===== config.mk =====
export PLATFORM = sky130hd
export DESIGN_NAME = uart_reg_responder_flat
export DESIGN_NICKNAME = d
export VERILOG_FILES = /design/src/rtl/uart_reg_responder_if.sv /design/src/rtl/uart_reg_responder.sv /design/src/flat_wrapper.sv
export SDC_FILE = /design/constraint.sdc
export NUM_CORES = 1
export LEC_CHECK = 0
export BUFFER_PORTS_ARGS = -buffer_cell sky130_fd_sc_hd__buf_2
export CORE_MARGIN = 2
export CORE_UTILIZATION = 55
export CTS_CLUSTER_DIAMETER = 100
export DETAILED_ROUTE_END_ITERATION = 10
export PLACE_DENSITY = 0.84
export SETUP_SLACK_MARGIN = 0.15
export SYNTH_ARGS = -nofsm -noshare
export SYNTH_HDL_FRONTEND = slang
export SYNTH_SLANG_ARGS = --single-unit

===== constraint.sdc =====
create_clock -name i_clk -period 2.9 [get_ports i_clk]
set_clock_uncertainty 0.15 [all_clocks]
set_input_delay 0.145 -clock i_clk [delete_from_list [all_inputs] [get_ports i_clk]]
set_output_delay 0.145 -clock i_clk [all_outputs]
set_load 0.03 [all_outputs]

===== src/rtl/uart_reg_responder_if.sv =====
// Byte-stream, transmitter-handshake and register-file view shared by the
// responder and whatever drives it (UART RX/TX sides or a testbench).
interface uart_reg_responder_if #(
   parameter int ADDR_W = 4
);
   logic [7:0]                 rx_byte;
   logic                       rx_done;
   logic                       tx_busy;
   logic                       tx_start;
   logic [7:0]                 tx_byte;
   logic                       wr_strobe;
   logic [ADDR_W-1:0]          wr_addr;
   logic [8*(1<<ADDR_W)-1:0]   regs_flat;
   logic [7:0]                 err_cnt;

   modport master (
      output rx_byte, rx_done, tx_busy,
      input  tx_start, tx_byte, wr_strobe, wr_addr, regs_flat, err_cnt
   );

   modport slave (
      input  rx_byte, rx_done, tx_busy,
      output tx_start, tx_byte, wr_strobe, wr_addr, regs_flat, err_cnt
   );
endinterface


===== src/rtl/uart_reg_responder.sv =====
// Decodes 'W' addr data / 'R' addr frames from a UART receiver, executes them
// against a local register file and returns a one-byte reply to the transmitter.
module uart_reg_responder #(
   parameter int          ADDR_W      = 4,
   parameter int          TIMEOUT_CYC = 100000,
   parameter logic [7:0]  ACK         = 8'h06,
   parameter logic [7:0]  NAK         = 8'h15
) (
   input  logic                 i_clk,
   input  logic                 i_rst_n,
   uart_reg_responder_if.slave  bus
);
   localparam int NREG = 1 << ADDR_W;
   localparam int TW   = $clog2(TIMEOUT_CYC + 1);

   localparam logic [7:0] CMD_W = 8'h57;
   localparam logic [7:0] CMD_R = 8'h52;

   typedef enum logic [2:0] {
      S_IDLE,
      S_GET_ADDR,
      S_GET_DATA,
      S_SEND,
      S_WAIT_BUSY,
      S_WAIT_DONE
   } state_t;

   state_t              r_state;
   state_t              w_state_next;
   logic                r_is_write;
   logic [ADDR_W-1:0]   r_addr;
   logic [7:0]          r_tx_byte;
   logic                r_tx_start;
   logic                r_wr_strobe;
   logic [ADDR_W-1:0]   r_wr_addr;
   logic [7:0]          r_err_cnt;
   logic [TW-1:0]       r_tmo_cnt;
   logic [8*NREG-1:0]   w_regs_flat;

   logic                w_err_evt;
   logic                w_reply_load;
   logic [7:0]          w_reply_val;
   logic                w_tx_start_next;
   logic                w_wr_en;
   logic                w_latch_cmd;
   logic                w_latch_addr;
   logic                w_timeout;
   logic                w_addr_ok;
   logic [ADDR_W-1:0]   w_rx_addr;
   logic [7:0]          w_rd_val;

   assign w_rx_addr = bus.rx_byte[ADDR_W-1:0];
   assign w_addr_ok = ((bus.rx_byte >> ADDR_W) == 8'd0);
   assign w_timeout = (r_tmo_cnt == TW'(TIMEOUT_CYC - 1));
   assign w_rd_val  = w_regs_flat[8*w_rx_addr +: 8];

   always_ff @(posedge i_clk or negedge i_rst_n) begin
      if (!i_rst_n) begin
         r_state <= S_IDLE;
      end else begin
         r_state <= w_state_next;
      end
   end

   // A byte arriving in the timeout cycle is checked first, so it wins.
   always_comb begin
      w_state_next    = r_state;
      w_err_evt       = 1'b0;
      w_reply_load    = 1'b0;
      w_reply_val     = r_tx_byte;
      w_tx_start_next = 1'b0;
      w_wr_en         = 1'b0;
      w_latch_cmd     = 1'b0;
      w_latch_addr    = 1'b0;
      case (r_state)
         S_IDLE: begin
            if (bus.rx_done) begin
               if (bus.rx_byte == CMD_W || bus.rx_byte == CMD_R) begin
                  w_latch_cmd  = 1'b1;
                  w_state_next = S_GET_ADDR;
               end else begin
                  w_reply_load = 1'b1;
                  w_reply_val  = NAK;
                  w_err_evt    = 1'b1;
                  w_state_next = S_SEND;
               end
            end
         end
         S_GET_ADDR: begin
            if (bus.rx_done) begin
               if (!w_addr_ok) begin
                  w_reply_load = 1'b1;
                  w_reply_val  = NAK;
                  w_err_evt    = 1'b1;
                  w_state_next = S_SEND;
               end else if (r_is_write) begin
                  w_latch_addr = 1'b1;
                  w_state_next = S_GET_DATA;
               end else begin
                  w_reply_load = 1'b1;
                  w_reply_val  = w_rd_val;
                  w_state_next = S_SEND;
               end
            end else if (w_timeout) begin
               w_err_evt    = 1'b1;
               w_state_next = S_IDLE;
            end
         end
         S_GET_DATA: begin
            if (bus.rx_done) begin
               w_wr_en      = 1'b1;
               w_reply_load = 1'b1;
               w_reply_val  = ACK;
               w_state_next = S_SEND;
            end else if (w_timeout) begin
               w_err_evt    = 1'b1;
               w_state_next = S_IDLE;
            end
         end
         S_SEND: begin
            w_err_evt = bus.rx_done;
            if (!bus.tx_busy) begin
               w_tx_start_next = 1'b1;
               w_state_next    = S_WAIT_BUSY;
            end
         end
         S_WAIT_BUSY: begin
            w_err_evt = bus.rx_done;
            if (bus.tx_busy) begin
               w_state_next = S_WAIT_DONE;
            end
         end
         S_WAIT_DONE: begin
            w_err_evt = bus.rx_done;
            if (!bus.tx_busy) begin
               w_state_next = S_IDLE;
            end
         end
         default: begin
            w_state_next = S_IDLE;
         end
      endcase
   end

   always_ff @(posedge i_clk or negedge i_rst_n) begin
      if (!i_rst_n) begin
         r_is_write  <= 1'b0;
         r_addr      <= '0;
         r_tx_byte   <= 8'h00;
         r_tx_start  <= 1'b0;
         r_wr_strobe <= 1'b0;
         r_wr_addr   <= '0;
         r_err_cnt   <= 8'h00;
         r_tmo_cnt   <= '0;
      end else begin
         r_tx_start  <= w_tx_start_next;
         r_wr_strobe <= w_wr_en;
         if (w_latch_cmd) begin
            r_is_write <= (bus.rx_byte == CMD_W);
         end
         if (w_latch_addr) begin
            r_addr <= w_rx_addr;
         end
         if (w_reply_load) begin
            r_tx_byte <= w_reply_val;
         end
         if (w_wr_en) begin
            r_wr_addr <= r_addr;
         end
         if (w_err_evt && r_err_cnt != 8'hFF) begin
            r_err_cnt <= r_err_cnt + 8'd1;
         end
         // Counts only while waiting for the next byte of a frame.
         if (bus.rx_done || (w_state_next != S_GET_ADDR && w_state_next != S_GET_DATA)) begin
            r_tmo_cnt <= '0;
         end else begin
            r_tmo_cnt <= r_tmo_cnt + TW'(1);
         end
      end
   end

   for (genvar gi = 0; gi < NREG; gi++) begin : g_reg
      logic [7:0] r_q;
      always_ff @(posedge i_clk or negedge i_rst_n) begin
         if (!i_rst_n) begin
            r_q <= 8'h00;
         end else if (w_wr_en && r_addr == ADDR_W'(gi)) begin
            r_q <= bus.rx_byte;
         end
      end
      assign w_regs_flat[8*gi +: 8] = r_q;
   end

   assign bus.tx_start  = r_tx_start;
   assign bus.tx_byte   = r_tx_byte;
   assign bus.wr_strobe = r_wr_strobe;
   assign bus.wr_addr   = r_wr_addr;
   assign bus.regs_flat = w_regs_flat;
   assign bus.err_cnt   = r_err_cnt;
endmodule


===== src/flat_wrapper.sv =====
// flat-port wrapper written by rule: the top's interface ports become plain ports
module uart_reg_responder_flat 
#(
   parameter int          ADDR_W      = 4,
   parameter int          TIMEOUT_CYC = 100000,
   parameter logic [7:0]  ACK         = 8'h06,
   parameter logic [7:0]  NAK         = 8'h15
)
  (i_clk, i_rst_n, bus_rx_byte, bus_rx_done, bus_tx_busy, bus_tx_start, bus_tx_byte, bus_wr_strobe, bus_wr_addr, bus_regs_flat, bus_err_cnt);
  uart_reg_responder_if #(.ADDR_W(ADDR_W)) bus_i ();
  input  logic i_clk;
  input  logic i_rst_n;
  input wire logic [$bits(bus_i.rx_byte)-1:0] bus_rx_byte;
  input wire logic [$bits(bus_i.rx_done)-1:0] bus_rx_done;
  input wire logic [$bits(bus_i.tx_busy)-1:0] bus_tx_busy;
  output wire logic [$bits(bus_i.tx_start)-1:0] bus_tx_start;
  output wire logic [$bits(bus_i.tx_byte)-1:0] bus_tx_byte;
  output wire logic [$bits(bus_i.wr_strobe)-1:0] bus_wr_strobe;
  output wire logic [$bits(bus_i.wr_addr)-1:0] bus_wr_addr;
  output wire logic [$bits(bus_i.regs_flat)-1:0] bus_regs_flat;
  output wire logic [$bits(bus_i.err_cnt)-1:0] bus_err_cnt;
  assign bus_i.rx_byte = bus_rx_byte;
  assign bus_i.rx_done = bus_rx_done;
  assign bus_i.tx_busy = bus_tx_busy;
  assign bus_tx_start = bus_i.tx_start;
  assign bus_tx_byte = bus_i.tx_byte;
  assign bus_wr_strobe = bus_i.wr_strobe;
  assign bus_wr_addr = bus_i.wr_addr;
  assign bus_regs_flat = bus_i.regs_flat;
  assign bus_err_cnt = bus_i.err_cnt;
  uart_reg_responder #(.ADDR_W(ADDR_W), .TIMEOUT_CYC(TIMEOUT_CYC), .ACK(ACK), .NAK(NAK)) u_core (.i_clk(i_clk), .i_rst_n(i_rst_n), .bus(bus_i));
endmodule

==> summary.txt, run 1 <==
Number of nets with antenna violations after detailed routing: 0
End point of the worst hold path: u_core.g_reg[11].r_q[7]
Iter 0 DRT Violations: 540
Ports: 162
Global route overflow: 0
Routability-driven placement congestion ratio: 0.8886
DIE HEIGHT: 125.7 µm
Maximum count of clock buffers along a single path: 2
Number of flops mapped to enable cells by yosys: 0
Pin count of the biggest net entering global routing: 78
VDD IR-drop max: 0.4572 mV
Switching power share of the total: 31.89%
Die X: 125.7 µm
Setup-violating endpoint count in the final report: 0
Depth of the most critical reg-to-reg path: 6
Seq. cell area: 4379 µm²
Reg2Reg Capture Point: u_core.g_reg[12].r_q[0]
Number of fillers in the final layout: 1017
Residual DRC count: 0
TNS Setup: 0 ns
Worst hold path depth: 2
Critical path capture point type: register
Number of global-route vias before repair: 5883
Area taken by multi-input logic gates: 3585 µm²
Mapped Nets: 594
Layout cell share with drive strength beyond 1: 52.42%
Slew HR: 54.91%
Combined global-route utilization of all metal layers: 27.42%
Final cell area excluding filler cells: 9787 µm²
Starting utilization of the core area: 56.09%
Yosys synthesis warning count: 0
Worst reg2reg setup slack: 0.29 ns
Average footprint of a synthesized cell: 14.05 µm²
Hold violation count in the final report: 0
Transition time at the pin with the least slew margin: 0.6708 ns
Global-route wire length before repair: 32980 µm
Post-synthesis cell count: 580
TritonCTS clock tree: built
Maximum capacitance violations: 0
Routed WL: 21260 µm
Top-count cell post-synth: sky130_fd_sc_hd__dfrtp_1
Reg-to-reg critical path startpoint: u_core.r_state[1]
Part of the power in combinational logic: 20.2%
Signal arrival time at the worst endpoint: 2.77 ns
Startpoint type of the worst setup path: register
Final cell count without fillers: 947
Power density over cell area: 641.1 nW/µm²
Post-synthesis sequential area ratio: 53.72%
Number of I/O port buffers: 161
Setup repair after global routing missed its margin: false
Std cell rows: 44
Yosys reg bits: 175
Min Tclk post-route: 2.612 ns
Period Utilization, post-route: 90.06%
Top cells by instance count after synthesis: sky130_fd_sc_hd__dfrtp_1 (175), sky130_fd_sc_hd__mux2_2 (134), sky130_fd_sc_hd__mux4_2 (37)
Detailed-route wire length per cell: 22.45 µm
Count of final max-slew check failures: 0
Antenna violations before repair: 0
Internal power contribution: 4.273 mW
Number of placed instances, taps included: 911
Placed standard-cell area: 9174 µm²
HPWL after detailed placement: 14680 µm
Top cell type's share of synthesized area: 53.72%
Area added between synthesis and finish: 20.06%
Static power due to leakage: 5.071 nW
Layout net count: 765
Worst skew pair latency: 0.43 ns
Top cells by area in the synthesized netlist: sky130_fd_sc_hd__dfrtp_1 (54%), sky130_fd_sc_hd__mux2_2 (19%), sky130_fd_sc_hd__mux4_2 (10%), sky130_fd_sc_hd__nand2_1 (1.6%), sky130_fd_sc_hd__nor2_1 (1.3%)
Post-synth top flop: sky130_fd_sc_hd__dfrtp_1
Status: finished clean
Floorplan die area: 15810 µm²
Inserted Clock Buffers: 17
Largest area contributor in the netlist: sky130_fd_sc_hd__dfrtp_1
H-tree levels: 4
Count of unique library cells instantiated by Yosys: 53
Net switching power figure: 2.001 mW
Origin of the worst min-delay path: bus_rx_byte[7]
Required time of the critical path: 3.06 ns
DR pass1 iterations: 8
Area of the mapped netlist: 8152 µm²
Core area: 14530 µm²
Fmax: 382.9 MHz
Final hold slack: 0.09102 ns
Overall via count from detail_route: 5774
Setup Crit Path Kind: register to register
Hold Crit Class: input port to register
CTS Root Buffer Type: sky130_fd_sc_hd__clkbuf_16
Number of clock sinks: 175
Share of flip-flops with an asynchronous set or reset: 100.0%
Number of diodes added for antenna fixing: 0
Share of power burned in registers: 44.6%
Clock network fraction of design power: 35.2%
Highest fanout seen on the critical path: 11
CTS clock-pin slew for the worst setup and hold paths: 0.07 ns
DR vias/cell: 6.097
-- worst max-delay path, cell delays in order, from the launching register on --
cell and delay (ns):
sky130_fd_sc_hd__dfrtp_1 0.56, sky130_fd_sc_hd__nand2b_4 0.13, sky130_fd_sc_hd__nor2_4 0.09, sky130_fd_sc_hd__nand2_2 0.11, sky130_fd_sc_hd__or3_1 0.50, sky130_fd_sc_hd__nor2_2 0.54, sky130_fd_sc_hd__mux2_2 0.40
-- layer usage --
metal  wire length, µm  vias to the layer above  track usage [%]
met5                 0                        -                0
met4               738                        0            10.92
met3              1592                       52            7.222
met2             10370                      293            43.05
met1              8565                     2977            37.04
li1                  -                     2452                -
-- final cells by class --
cell class,count,share of cell area [%]
Sequential cell,175,44.75
Multi-Input combinational cell,366,36.63
Timing Repair Buffer,183,10.19
Clock buffer,19,4.423
Tap cell,184,2.352
Clock inverter,12,1.355
Inverter,8,0.3068
-- cell usage in the layout (no fill, tap or decap), types with 3 or more instances in the layout --
cell and n:
sky130_fd_sc_hd__dfrtp_1 175, sky130_fd_sc_hd__xnor2_1 11, sky130_fd_sc_hd__buf_2 160, sky130_fd_sc_hd__xor2_1 10, sky130_fd_sc_hd__nand4b_1 3, sky130_fd_sc_hd__nand4_1 9
sky130_fd_sc_hd__and2_1 5, sky130_fd_sc_hd__clkbuf_16 17, sky130_fd_sc_hd__and2b_1 3, sky130_fd_sc_hd__nor2_1 29, sky130_fd_sc_hd__dlygate4sd3_1 3, sky130_fd_sc_hd__and3_1 9
sky130_fd_sc_hd__nand2_2 5, sky130_fd_sc_hd__inv_6 3, sky130_fd_sc_hd__nor2b_1 8, sky130_fd_sc_hd__buf_4 18, sky130_fd_sc_hd__o21ai_0 10, sky130_fd_sc_hd__a21oi_1 8
sky130_fd_sc_hd__mux4_2 37, sky130_fd_sc_hd__mux2_2 134, sky130_fd_sc_hd__nand2_1 33, sky130_fd_sc_hd__mux2i_1 4, sky130_fd_sc_hd__clkinv_4 5, sky130_fd_sc_hd__inv_1 8
sky130_fd_sc_hd__nand3_1 11
-- power groups by stage --
stage / registers, mW / logic [mW] / clock network (mW)
detailed placement: 2.83 / 1.24 / 0
CTS: 2.79 / 1.25 / 2.22
global placement: 2.81 / 1.20 / 0
floorplan: 3.01 / 0.718 / 0
finish: 2.80 / 1.27 / 2.21
global route: 2.81 / 1.36 / 2.33
-- cell families (layout without fill, tap and decap cells) --
kind of cell | count (synthesis) | count (layout) | synth area share, %
flip-flops | 175 | 175 | 53.72
XOR/XNOR | 21 | 21 | 2.256
AND/OR/NAND/NOR | 137 | 137 | 9.547
multiplexers | 177 | 177 | 29.55
buffers and inverters | 39 | 222 | 2.333
AO/OA/AOI/OAI | 29 | 29 | 2.287
adder cells (fa/ha/maj) | 2 | 2 | 0.3069
-- what timing repair did --
item	in CTS	in global routing
hold buffers	3	0
gates resized for setup	0	1
buffers inserted	0	2
hold endpoints to repair	69	0
endpoints found under the setup margin	0	4
-- stage by stage --
stage          power [mW]  setup slack (ns)  util [%]
2_1_floorplan       3.729            0.6944         -
3_3_place_gp        4.006            0.3808     63.12
3_5_place_dp        4.067            0.2999     63.12
4_1_cts             6.258            0.2526     67.22
5_1_grt             6.512            0.1742     67.34
6_report            6.274            0.2882     67.34
-- registers in the layout, indices dropped and copies added, names as in the netlist --
| register | count |
|---|---|
| u_core.bus.err_cnt | 8 |
| u_core.bus.tx_byte | 8 |
| u_core.bus.tx_start | 1 |
| u_core.bus.wr_addr | 4 |
| u_core.bus.wr_strobe | 1 |
| u_core.g.r_q | 128 |
| u_core.r_addr | 4 |
| u_core.r_is_write | 1 |
| u_core.r_state | 3 |
| u_core.r_tmo_cnt | 17 |
-- worst max-delay path by stage --
stage / start / to / slack (ns) / depth (start not counted)
detailed placement: u_core.r_state[1] / u_core.g_reg[0].r_q[2] / 0.30 / 6
global route: u_core.r_state[1] / u_core.g_reg[1].r_q[3] / 0.17 / 8
floorplan: u_core.r_state[2] / u_core.g_reg[4].r_q[4] / 0.69 / 7
CTS: u_core.r_state[1] / u_core.g_reg[0].r_q[0] / 0.25 / 6
global placement: u_core.r_state[1] / u_core.g_reg[0].r_q[2] / 0.38 / 6
finish: u_core.r_state[1] / u_core.g_reg[12].r_q[0] / 0.29 / 6
(Power assumes the default switching activity.)
==> run 2, diff against run 1 <==
--- a/config.mk
+++ b/config.mk
@@ -5,6 +5,7 @@
 export SDC_FILE = /design/constraint.sdc
 export NUM_CORES = 1
 export LEC_CHECK = 0
+export ABC_AREA = 1
 export BUFFER_PORTS_ARGS = -buffer_cell sky130_fd_sc_hd__buf_2
 export CORE_MARGIN = 2
 export CORE_UTILIZATION = 55
==> summary.txt, run 2 <==
Fraction of synthesized area in multiplexers: 0%
Fmax: 422.6 MHz
Commonest cells after routing, fill and taps aside: sky130_fd_sc_hd__nand2_1 (256), sky130_fd_sc_hd__dfrtp_1 (175), sky130_fd_sc_hd__buf_2 (160)
Count of unique library cells instantiated by Yosys: 34
Ports: 162
Met1 layer usage reported by global route: 43.95%
Top cells by area in the synthesized netlist: sky130_fd_sc_hd__dfrtp_1 (54%), sky130_fd_sc_hd__nand2_1 (12%), sky130_fd_sc_hd__o21ai_1 (6.5%), sky130_fd_sc_hd__o21ai_0 (4.5%), sky130_fd_sc_hd__nand3_1 (4.1%)
Most common library cell in the layout ignoring fill and taps: sky130_fd_sc_hd__nand2_1
Residual DRC count: 0
Compound-gate portion of the synthesized area: 15.06%
H-tree levels: 4
CTS Root Buffer Type: sky130_fd_sc_hd__clkbuf_16
Routed WL: 24040 µm
Number of I/O port buffers: 161
Number of flops mapped to enable cells by yosys: 0
Largest register by flop count: u_core.g.r_q
Pin count of the biggest net entering global routing: 86
Final hold slack: 0.01655 ns
Largest area contributor in the netlist: sky130_fd_sc_hd__dfrtp_1
Worst reg2reg setup slack: 0.53 ns
Count of final max-slew check failures: 0
Antenna violations before repair: 2
Iter 0 DRT Violations: 1000
GR peak layer: met2
Setup-violating endpoint count in the final report: 0
Mapped Nets: 972
Post-cts gate resize count: 0
DR vias/cell: 5.916
Combined global-route utilization of all metal layers: 31.51%
Global route overflow: 0
Post-synthesis adder-cell area fraction: 0.3096%
Power density over cell area: 694.5 nW/µm²
Number of global-route vias before repair: 7191
GR Util met2: 46.48%
Routability-driven placement congestion ratio: 0.9086
Top-count cell post-synth: sky130_fd_sc_hd__nand2_1
Setup Crit Path Kind: register to register
DIE HEIGHT: 125.2 µm
Flip-flop count of the largest register, all copies and words added: 128
Maximum count of clock buffers along a single path: 2
Layout cell share with drive strength beyond 1: 21.68%
Required time of the critical path: 3.08 ns
Static power due to leakage: 4.836 nW
Setup repair after global routing missed its margin: false
Layout net count: 1117
GR met3 Demand/Resource: 8.045%
TritonCTS clock tree: built
Std cell rows: 44
Top cell type's share of synthesized area: 54.18%
Xor-xnor portion of the synthesized cell area: 2.059%
Die X: 125.2 µm
Yosys synthesis warning count: 0
Simple-gate area share of the yosys netlist: 23.31%
Yosys reg bits: 175
Slew HR: 48.30%
Share of flip-flops with an asynchronous set or reset: 100.0%
Signal arrival time at the worst endpoint: 2.54 ns
Area added between synthesis and finish: 20.42%
Critical path capture point type: register
Starting utilization of the core area: 56.04%
TNS Setup: 0 ns
Registers with the most flip-flops: u_core.g.r_q: 128 flops, u_core.r_tmo_cnt: 17 flops
Combinational family with the most area after synthesis: simple AND/OR/NAND/NOR gates
Min Tclk post-route: 2.367 ns
DR pass1 iterations: 5
Number of nets with antenna violations after detailed routing: 0
Hold Crit Class: input port to register
Maximum capacitance violations: 0
Transition time at the pin with the least slew margin: 0.7747 ns
Detailed-route wire length per cell: 18.48 µm
Status: finished clean
Setup bufs post-CTS: 0
Worst skew pair latency: 0.44 ns
Number of clock sinks: 175
Post-synthesis sequential area ratio: 54.18%
Post-synth top flop: sky130_fd_sc_hd__dfrtp_1
CTS clock-pin slew for the worst setup and hold paths: 0.06 ns
Hold violation count in the final report: 0
Floorplan die area: 15680 µm²
HPWL after detailed placement: 16520 µm
Overall via count from detail_route: 7697
Top cells by instance count after synthesis: sky130_fd_sc_hd__nand2_1 (256), sky130_fd_sc_hd__dfrtp_1 (175), sky130_fd_sc_hd__o21ai_1 (105)
Period Utilization, post-route: 81.60%
Inserted Clock Buffers: 17
VDD IR-drop max: 0.5293 mV
Area of the mapped netlist: 8083 µm²
Core area: 14420 µm²
Startpoint type of the worst setup path: register
Average footprint of a synthesized cell: 8.437 µm²
Highest fanout seen on the critical path: 16
Post-synthesis cell count: 958
Global-route wire length before repair: 38720 µm
[run 2: cell type report]
type                    count  area [µm²]
diodes                      1       2.502
clock buffers              17       425.4
clock inverters            15       239.0
fillers                  1155        4691
inverters                  51       191.4
multi-input cells         680        3293
flip-flops and latches    175        4379
well taps                 184       230.2
repair buffers            178       972.2
[run 2: where the power goes]
group | switching, mW | internal (mW)
Clock | 0.970 | 1.61
Combinational | 1.02 | 0.383
Sequential | 0.165 | 2.61
Total | 2.16 | 4.60
[run 2: logic make-up (layout without fill, tap and decap cells)]
group                      count (synthesis)  count (layout)
other                                      0               1
and+or+nand+nor                          437             437
adders and majority gates                  2               2
buffers and inverters                    103             261
DFF                                      175             175
xor gates and xnor gates                  19              19
AOI/OAI and AO/OA                        222             222
[run 2: per-layer routing]
| metal | wire (µm) | part of all wire, % | up-vias |
|---|---|---|---|
| met5 | 0 | 0 | - |
| met4 | 1297 | 5.4 | 0 |
| met3 | 2445 | 10 | 100 |
| met2 | 10670 | 44 | 479 |
| met1 | 9633 | 40 | 3607 |
| li1 | - | - | 3511 |
[run 2: what timing repair did]
item	4_1_cts	5_1_grt
hold buffers	3	0
hold endpoints to repair	87	0
setup endpoints to repair	0	0
[run 2: critical path: stages, from the launching register on]
cell and delay [ns]:
sky130_fd_sc_hd__dfrtp_1 0.42, sky130_fd_sc_hd__inv_2 0.11, sky130_fd_sc_hd__nand3_2 0.14, sky130_fd_sc_hd__nor2_4 0.15, sky130_fd_sc_hd__inv_2 0.13, sky130_fd_sc_hd__nor3_2 0.28, sky130_fd_sc_hd__nand3_1 0.49, sky130_fd_sc_hd__o21ai_0 0.39
[run 2: through the flow]
stage / cells / total power, mW / utilization [%] / instance area [µm²] / setup WS [ns]
after global placement: 1265 / 4.149 / 62.65 / 9036 / 0.5939
after detailed placement: 1265 / 4.191 / 62.65 / 9036 / 0.5102
final: 1301 / 6.760 / 67.48 / 9733 / 0.5335
after floorplan: 958 / 3.795 / - / 8083 / 1.042
after global routing: 1301 / 7.032 / 67.48 / 9733 / 0.3426
after CTS: 1300 / 6.747 / 67.46 / 9731 / 0.6073
[run 2: final timing paths]
check / cells past startpoint / end / from
worst min-delay path: 3 / u_core.g_reg[12].r_q[7] / bus_rx_byte[7]
worst min register to register: 1 / u_core.r_tmo_cnt[0] / u_core.r_tmo_cnt[0]
min in group asynchronous: 2 / u_core.g_reg[2].r_q[5] / i_rst_n
worst max-delay path: 7 / u_core.g_reg[13].r_q[7] / u_core.r_state[0]
max in group asynchronous: 3 / u_core.bus.tx_byte[5] / i_rst_n
worst max register to register: 7 / u_core.g_reg[13].r_q[7] / u_core.r_state[0]
==> run 3, diff against run 2 <==
==> constraint.sdc (replaced) <==
create_clock -name i_clk -period 2.45 [get_ports i_clk]
set_clock_uncertainty 0.15 [all_clocks]
set_input_delay 0.1225 -clock i_clk [delete_from_list [all_inputs] [get_ports i_clk]]
set_output_delay 0.1225 -clock i_clk [all_outputs]
set_load 0.03 [all_outputs]
==> summary.txt, run 3 (synthesis results as in run 2) <==
Status: finished clean
Global-route wire length before repair: 38510 µm
Core area: 14420 µm²
VDD IR-drop max: 0.4948 mV
Worst reg2reg setup slack: 0.24 ns
Commonest cells after routing, fill and taps aside: sky130_fd_sc_hd__nand2_1 (254), sky130_fd_sc_hd__dfrtp_1 (175), sky130_fd_sc_hd__buf_2 (160)
Slew HR: 49.78%
Critical path's slowest cell: sky130_fd_sc_hd__dfrtp_1
Starting utilization of the core area: 56.04%
Die X: 125.2 µm
Setup-violating endpoint count in the final report: 0
Final hold slack: 0.01859 ns
GR peak layer: met2
Routability-driven placement congestion ratio: 0.9540
Layout net count: 1126
Combined global-route utilization of all metal layers: 31.45%
Number of global-route vias before repair: 7136
Overall via count from detail_route: 7694
Routed WL: 24330 µm
Reg-to-reg critical path startpoint: u_core.r_state[0]
CTS clock-pin slew for the worst setup and hold paths: 0.07 ns
Crit-path max cell delay: 0.42 ns
Power density over cell area: 799.2 nW/µm²
DR vias/cell: 5.873
DR pass1 iterations: 5
End point of the worst hold path: u_core.r_is_write
Area added between synthesis and finish: 20.54%
Residual DRC count: 0
Reg2Reg Capture Point: u_core.g_reg[4].r_q[4]
HPWL after detailed placement: 16700 µm
Startpoint type of the worst setup path: register
GR met3 Demand/Resource: 7.531%
Count of final max-slew check failures: 0
Inserted Clock Buffers: 17
Number of nets with antenna violations after detailed routing: 0
CTS Root Buffer Type: sky130_fd_sc_hd__clkbuf_16
TritonCTS clock tree: built
Pin count of the biggest net entering global routing: 64
Total buffers and inverters traversed by the critical path: 2
Layout cell share with drive strength beyond 1: 22.40%
Setup Crit Path Kind: register to register
Period Utilization, post-route: 90.14%
Number of fillers in the final layout: 1162
Hold violation count in the final report: 0
Min Tclk post-route: 2.208 ns
Detailed-route wire length per cell: 18.57 µm
Maximum count of clock buffers along a single path: 2
DIE HEIGHT: 125.2 µm
Family with the most delay on the worst path: simple AND/OR/NAND/NOR gates
Signal arrival time at the worst endpoint: 2.36 ns
Origin of the worst min-delay path: bus_rx_byte[6]
Setup repair after global routing missed its margin: true
Depth of the most critical reg-to-reg path: 8
Number of clock sinks: 175
Antenna violations before repair: 1
Most common library cell in the layout ignoring fill and taps: sky130_fd_sc_hd__nand2_1
Registers with the most flip-flops: u_core.g.r_q: 128 flops, u_core.r_tmo_cnt: 17 flops
Fmax: 452.8 MHz
Iter 0 DRT Violations: 876
TNS Setup: 0 ns
Worst skew pair latency: 0.44 ns
Worst hold path depth: 5
Flip-flop count of the largest register, all copies and words added: 128
Std cell rows: 44
Met1 layer usage reported by global route: 43.76%
Static power due to leakage: 4.833 nW
GR Util met2: 48.15%
Ports: 162
Maximum capacitance violations: 0
Largest register by flop count: u_core.g.r_q
Cells along the critical path: inv_2, nand3_2, nor2_4, inv_2, nor3_2, nand2_1, nand2_1, o21ai_1
Required time of the critical path: 2.61 ns
Critical path capture point type: register
Transition time at the pin with the least slew margin: 0.7525 ns
Hold Crit Class: input port to register
H-tree levels: 4
Floorplan die area: 15680 µm²
Global route overflow: 0
Number of I/O port buffers: 161
Highest fanout seen on the critical path: 16
[run 3: changes by cell type in the layout (fill, tap and decap cells not counted), sizes merged]
cell,change
clkinvlp,+3
buf,+8
inv,+6
bufinv,-4
dlygate4sd3,+1
clkinv,-5
[run 3: worst max path at each step]
stage | start | slack (ns) | depth (start not counted) | endpoint
final | u_core.r_state[0] | 0.24 | 8 | u_core.g_reg[4].r_q[4]
after global routing | u_core.r_state[0] | 0.08 | 8 | u_core.g_reg[9].r_q[4]
after CTS | u_core.r_state[0] | 0.26 | 8 | u_core.g_reg[5].r_q[4]
after detailed placement | u_core.r_state[0] | 0.35 | 8 | u_core.g_reg[9].r_q[0]
after global placement | u_core.r_state[0] | 0.40 | 8 | u_core.g_reg[9].r_q[0]
after floorplan | u_core.bus.err_cnt[0] | 0.59 | 8 | u_core.bus.err_cnt[2]
[run 3: report_power, final]
group	internal [mW]	switching (mW)	leakage [nW]	total [mW]
clock	1.54	1.24	0.282	2.78
combinational	0.497	1.23	2.14	1.73
sequential	3.08	0.194	2.41	3.28
[run 3: metrics by stage]
stage          power [mW]  utilization [%]  setup WS [ns]  std cells  cell area (µm²)
3_3_place_gp        4.916            62.87         0.3964       1271             9069
3_5_place_dp        4.963            62.87         0.3528       1271             9069
4_1_cts             7.708            67.31         0.2556       1307             9708
5_1_grt             8.108            67.53        0.07688       1309             9741
2_1_floorplan       4.492                -         0.5919        958             8083
6_report            7.786            67.55         0.2415       1310             9743
[run 3: timing repair]
item	CTS	global route
endpoints found under the setup margin	0	48
hold buffers	4	0
buffers inserted	0	2
resized for setup	0	4
hold endpoints to repair	126	0
[run 3: area by class of cell]
type                       count  area [µm²]  share of cell area [%]
sequential                   175        4379                   44.95
multi-input combinational    680        3311                   33.98
inverter                      51       191.4                   1.965
tap                          184       230.2                   2.363
timing repair buffer         187        1030                   10.57
clock inverter                15       173.9                   1.785
antenna                        1       2.502                 0.02568
clock buffer                  17       425.4                   4.366
[run 3: tightest hold or removal path: stages]
cell	delay (ns)
sky130_fd_sc_hd__buf_2	0.12
sky130_fd_sc_hd__nand4_1	0.12
sky130_fd_sc_hd__nor3_1	0.06
sky130_fd_sc_hd__a21oi_1	0.10
sky130_fd_sc_hd__inv_1	0.04
[run 3: per-layer routing]
| metal | up-vias | routed length [µm] |
|---|---|---|
| met3 | 66 | 2365 |
| met1 | 3639 | 9759 |
| li1 | 3507 | - |
| met2 | 482 | 11380 |
| met5 | - | 0 |
| met4 | 0 | 829 |
